<file path="config.mk">
export PLATFORM = sky130hd
export DESIGN_NAME = shift_out_nbits
export DESIGN_NICKNAME = d
export VERILOG_FILES = /design/src/rtl/shift_out_nbits.sv
export SDC_FILE = /design/constraint.sdc
export NUM_CORES = 1
export LEC_CHECK = 0
export CAP_MARGIN = 20
export CELL_PAD_IN_SITES_DETAIL_PLACEMENT = 1
export CELL_PAD_IN_SITES_GLOBAL_PLACEMENT = 1
export CORE_ASPECT_RATIO = 1.25
export CORE_MARGIN = 2
export CORE_UTILIZATION = 39
export DETAILED_ROUTE_END_ITERATION = 16
export GPL_ROUTABILITY_DRIVEN = 0
export HOLD_SLACK_MARGIN = 0.1
export PLACE_DENSITY_LB_ADDON = 0.1
export SYNTH_ARGS = -nofsm -noshare
export SYNTH_HDL_FRONTEND = slang
export SYNTH_SLANG_ARGS = --single-unit
</file>
<file path="constraint.sdc">
create_clock -name clk -period 2.15 [get_ports clk]
set_clock_uncertainty 0.2 [all_clocks]
set_input_delay 0.43 -clock clk [delete_from_list [all_inputs] [get_ports clk]]
set_output_delay 0.43 -clock clk [all_outputs]
set_load 0.1 [all_outputs]
</file>
<file path="src/rtl/shift_out_nbits.sv">
// shift_out_nbits
//   Serializes an N-bit parallel word onto a single output, LSB first.
//   A word is accepted only while idle. Each enabled clock edge advances
//   one bit. A one-cycle done pulse marks the return to idle after the
//   last bit has been presented.
//
// Ports
//   clk        : clock, all state updates on the rising edge
//   reset      : asynchronous, active-high reset
//   en         : shift enable, sampled on the rising edge
//   load       : parallel-load request, honoured only when ready
//   d[N-1:0]   : parallel word to serialize
//   ready      : high while idle (a load will be accepted)
//   sout       : serial data out, LSB first, forced low while idle
//   sout_valid : high while sout carries a word bit
//   done       : single-cycle pulse coincident with the return to idle
module shift_out_nbits #(
    parameter int unsigned N = 8
) (
    input  logic         clk,
    input  logic         reset,
    input  logic         en,
    input  logic         load,
    input  logic [N-1:0] d,
    output logic         ready,
    output logic         sout,
    output logic         sout_valid,
    output logic         done
);

    localparam int unsigned    CW   = (N > 1) ? $clog2(N) : 1;
    localparam logic [CW-1:0]  LAST = CW'(N - 1);

    typedef enum logic {
        IDLE  = 1'b0,
        SHIFT = 1'b1
    } state_t;

    state_t          state, state_nxt;
    logic [N-1:0]    shreg, shreg_nxt;
    logic [CW-1:0]   cnt,   cnt_nxt;
    logic            done_q, done_nxt;

    always_ff @(posedge clk or posedge reset) begin
        if (reset) begin
            state  <= IDLE;
            shreg  <= '0;
            cnt    <= '0;
            done_q <= 1'b0;
        end else begin
            state  <= state_nxt;
            shreg  <= shreg_nxt;
            cnt    <= cnt_nxt;
            done_q <= done_nxt;
        end
    end

    always_comb begin
        state_nxt = state;
        shreg_nxt = shreg;
        cnt_nxt   = cnt;
        done_nxt  = 1'b0;
        unique case (state)
            IDLE: begin
                if (load) begin
                    shreg_nxt = d;
                    cnt_nxt   = '0;
                    state_nxt = SHIFT;
                end
            end
            SHIFT: begin
                // load is deliberately ignored here; only en advances the word
                if (en) begin
                    shreg_nxt = {1'b0, shreg[N-1:1]};
                    cnt_nxt   = cnt + CW'(1);
                    if (cnt == LAST) begin
                        state_nxt = IDLE;
                        done_nxt  = 1'b1;
                    end
                end
            end
            default: begin
                state_nxt = IDLE;
            end
        endcase
    end

    assign ready      = (state == IDLE);
    assign sout_valid = (state == SHIFT);
    assign sout       = sout_valid & shreg[0];
    assign done       = done_q;

endmodule

</file>
==> results of run 1 <==
-- metal layers --
metal / vias up / wire length (um) / GRT usage (%)
met5: - / 0 / 0
met1: 217 / 568 / 21.6
met4: 0 / 27 / 8.33
met3: 5 / 64 / 6.85
li1: 217 / - / -
met2: 13 / 605 / 25.3
-- power by group --
group / switching (uW) / total [uW] / internal [uW] / leakage (uW)
clock: 77.2 / 149 / 71.9 / 0.0000150
combinational: 206 / 385 / 179 / 0.000281
sequential: 69.5 / 396 / 326 / 0.000167
total: 353 / 930 / 577 / 0.000463
-- state kept, by name, summed over array words and instances, names as in the netlist --
name	flops
shreg	8
cnt	3
done	1
sout_valid	1
-- worst max-delay path, cell delays in order (launching register included) --
cell     delay [ns]
dfrtp_2        0.53
and2_2         0.26
buf_12         0.16
-- path summary, 6_finish.rpt --
check,startpoint,endpoint,slack [ns],cells after the start
worst max-delay path,sout_valid,sout,0.29,2
worst min-delay path,reset,cnt[0],0.28,2
worst max register to register,sout_valid,cnt[0],0.57,2
worst min register to register,shreg[2],shreg[2],0.30,1
max in group asynchronous,reset,sout_valid,1.11,2
min in group clk,shreg[2],shreg[2],0.30,1
-- per-stage QoR --
step                      setup slack (ns)  instances
after floorplan                     0.0356         49
after global placement               0.248         81
after detailed placement             0.228         81
after CTS                            0.274         85
after global routing                 0.225         85
final                                0.288         85
-- layout by cell type (no fill, tap or decap), types with 3 or more instances in the layout --
master / count
dfrtp_1: 12
mux2i_1: 11
clkdlybuf4s50_1: 11
and3b_1: 4
a221o_1: 3
clkbuf_4: 3
buf_12: 3
buf_4: 3
-- cell families (layout without fill, tap and decap cells) --
kind of cell	after synthesis	in the layout	share of synthesized area [%]
buf+inv	5	23	5.28
mux	12	12	19.0
compound gates	7	7	10.4
fa+ha+maj	2	2	3.91
simple gates	10	10	10.6
flops	13	13	50.9
-- layout make-up --
type / count / area (um2)
fill: 164 / 704
clock buffer: 4 / 26.3
multi-input combinational: 31 / 282
inverter: 2 / 7.51
tap: 18 / 22.5
sequential: 13 / 327
timing repair buffer: 17 / 193
==> metrics.yaml, run 1 <==
global_route:
  grt_max_degree: 16
  overflow: 0
  grt_pass1_wl_mm: 2.27
  track_usage_pct: 17.3
  grt_pass1_vias: 505
  antenna_found_initial: 0
detailed_routing:
  vias_per_cell: 5.32
  drt_iter0_markers: 4
  vias: 452
  ant_nets: 0
  drt-total-wl_mm: 1.27
  first_pass_iters: 2
  routedWlPerCell_um: 14.9
  drc: 0
worst_setup_path:
  critPathCaptureType: "output port"
  cp_max_fo: 15
  worstSetupPathType: "register to output port"
  crit_required_ns: 1.52
  startpoint_type: "register"
  cp.arrival_ns: 1.23
cts:
  hold_buffers: 0
  htreeDepth: 1
  insertion_delay_ns: 0.27
  post_cts_buffers: 0
  clockRootBuffer: "clkbuf_4"
  cts_buffers: 3
  cts_resized: 0
  tritoncts: "built"
  clockBufferDepth: 2
  clk_pin_slew_worst_paths_ns: 0.08
  cts_sinks: 13
logic_synthesis:
  netlist-cell-type-count: 16
  syn_nets: 63
  ys_seq_elements: 13
  synth_top_area_cell: "dfrtp_1"
  synth_edf_count: 0
  yosys-top-cells-count: "13 x dfrtp_1, 11 x mux2i_1, 4 x and3b_1"
  yosysSeqAreaShare_pct: 50.9
  yosys_most_used_dff: "dfrtp_1"
  syn-cell-area_um2: 639
  synth.most_common_cell: "dfrtp_1"
  synth_cells: 49
  synth_area_leaders: "dfrtp_1 51%, mux2i_1 17%, and3b_1 5.5%, a221o_1 4.7%, ha_1 3.9%"
  async_flop_share_pct: 100
  syn_area_per_cell_um2: 13.0
  synth.top_cell.area_share_pct: 50.9
  ys.warnings.count: 0
floorplan:
  initial_core_util_pct: 40.9
  die_area_um2: 1980
  core-area_um2: 1560
  rows: 16
  io_pins: 16
  die_h_um: 49.3
  dieWidth_um: 40.2
sta:
  clock.fmax_mhz: 537
  rsz0062_at_grt: "false"
  hold_ws_ns: 0.282
  final-hold-violation-count: 0
  tns_ns: 0
  relSlewSlack_pct: 64.6
  timing.final.crit_share_pct: 86.6
  finalSetupViolCount: 0
  tightest_slew_ns: 0.517
  final.min_clock_period_ns: 1.86
  drv_slew: 0
cells_and_area:
  diodes: 0
  drive_gt1_share_pct: 17.9
  final_area_um2: 857
  area_growth_pct: 34.1
  final_core_util_pct: 54.9
  fin_nets: 82
placement:
  io_buffers: 15
  dpl.hpwl_um: 979
  placed_area_um2: 831
power:
  power_uw: 930
  p_leak_uw: 0.000463
  ir_drop_uv: 569
  p_per_area_nw_per_um2: 1090
outcome:
  outcome: "finished clean"
worst_hold_path:
  hp-class: "primary input to async pin"
flow_run:
  maxCapViolations: 0
Note: power is estimated with default switching activity, not from simulation.
==> inputs of run 2 (changes only) <==
Settings changed: CAP_MARGIN 20 to 15.
==> results of run 2 <==
Final layout, timing and power as in run 1 (identical DEF).
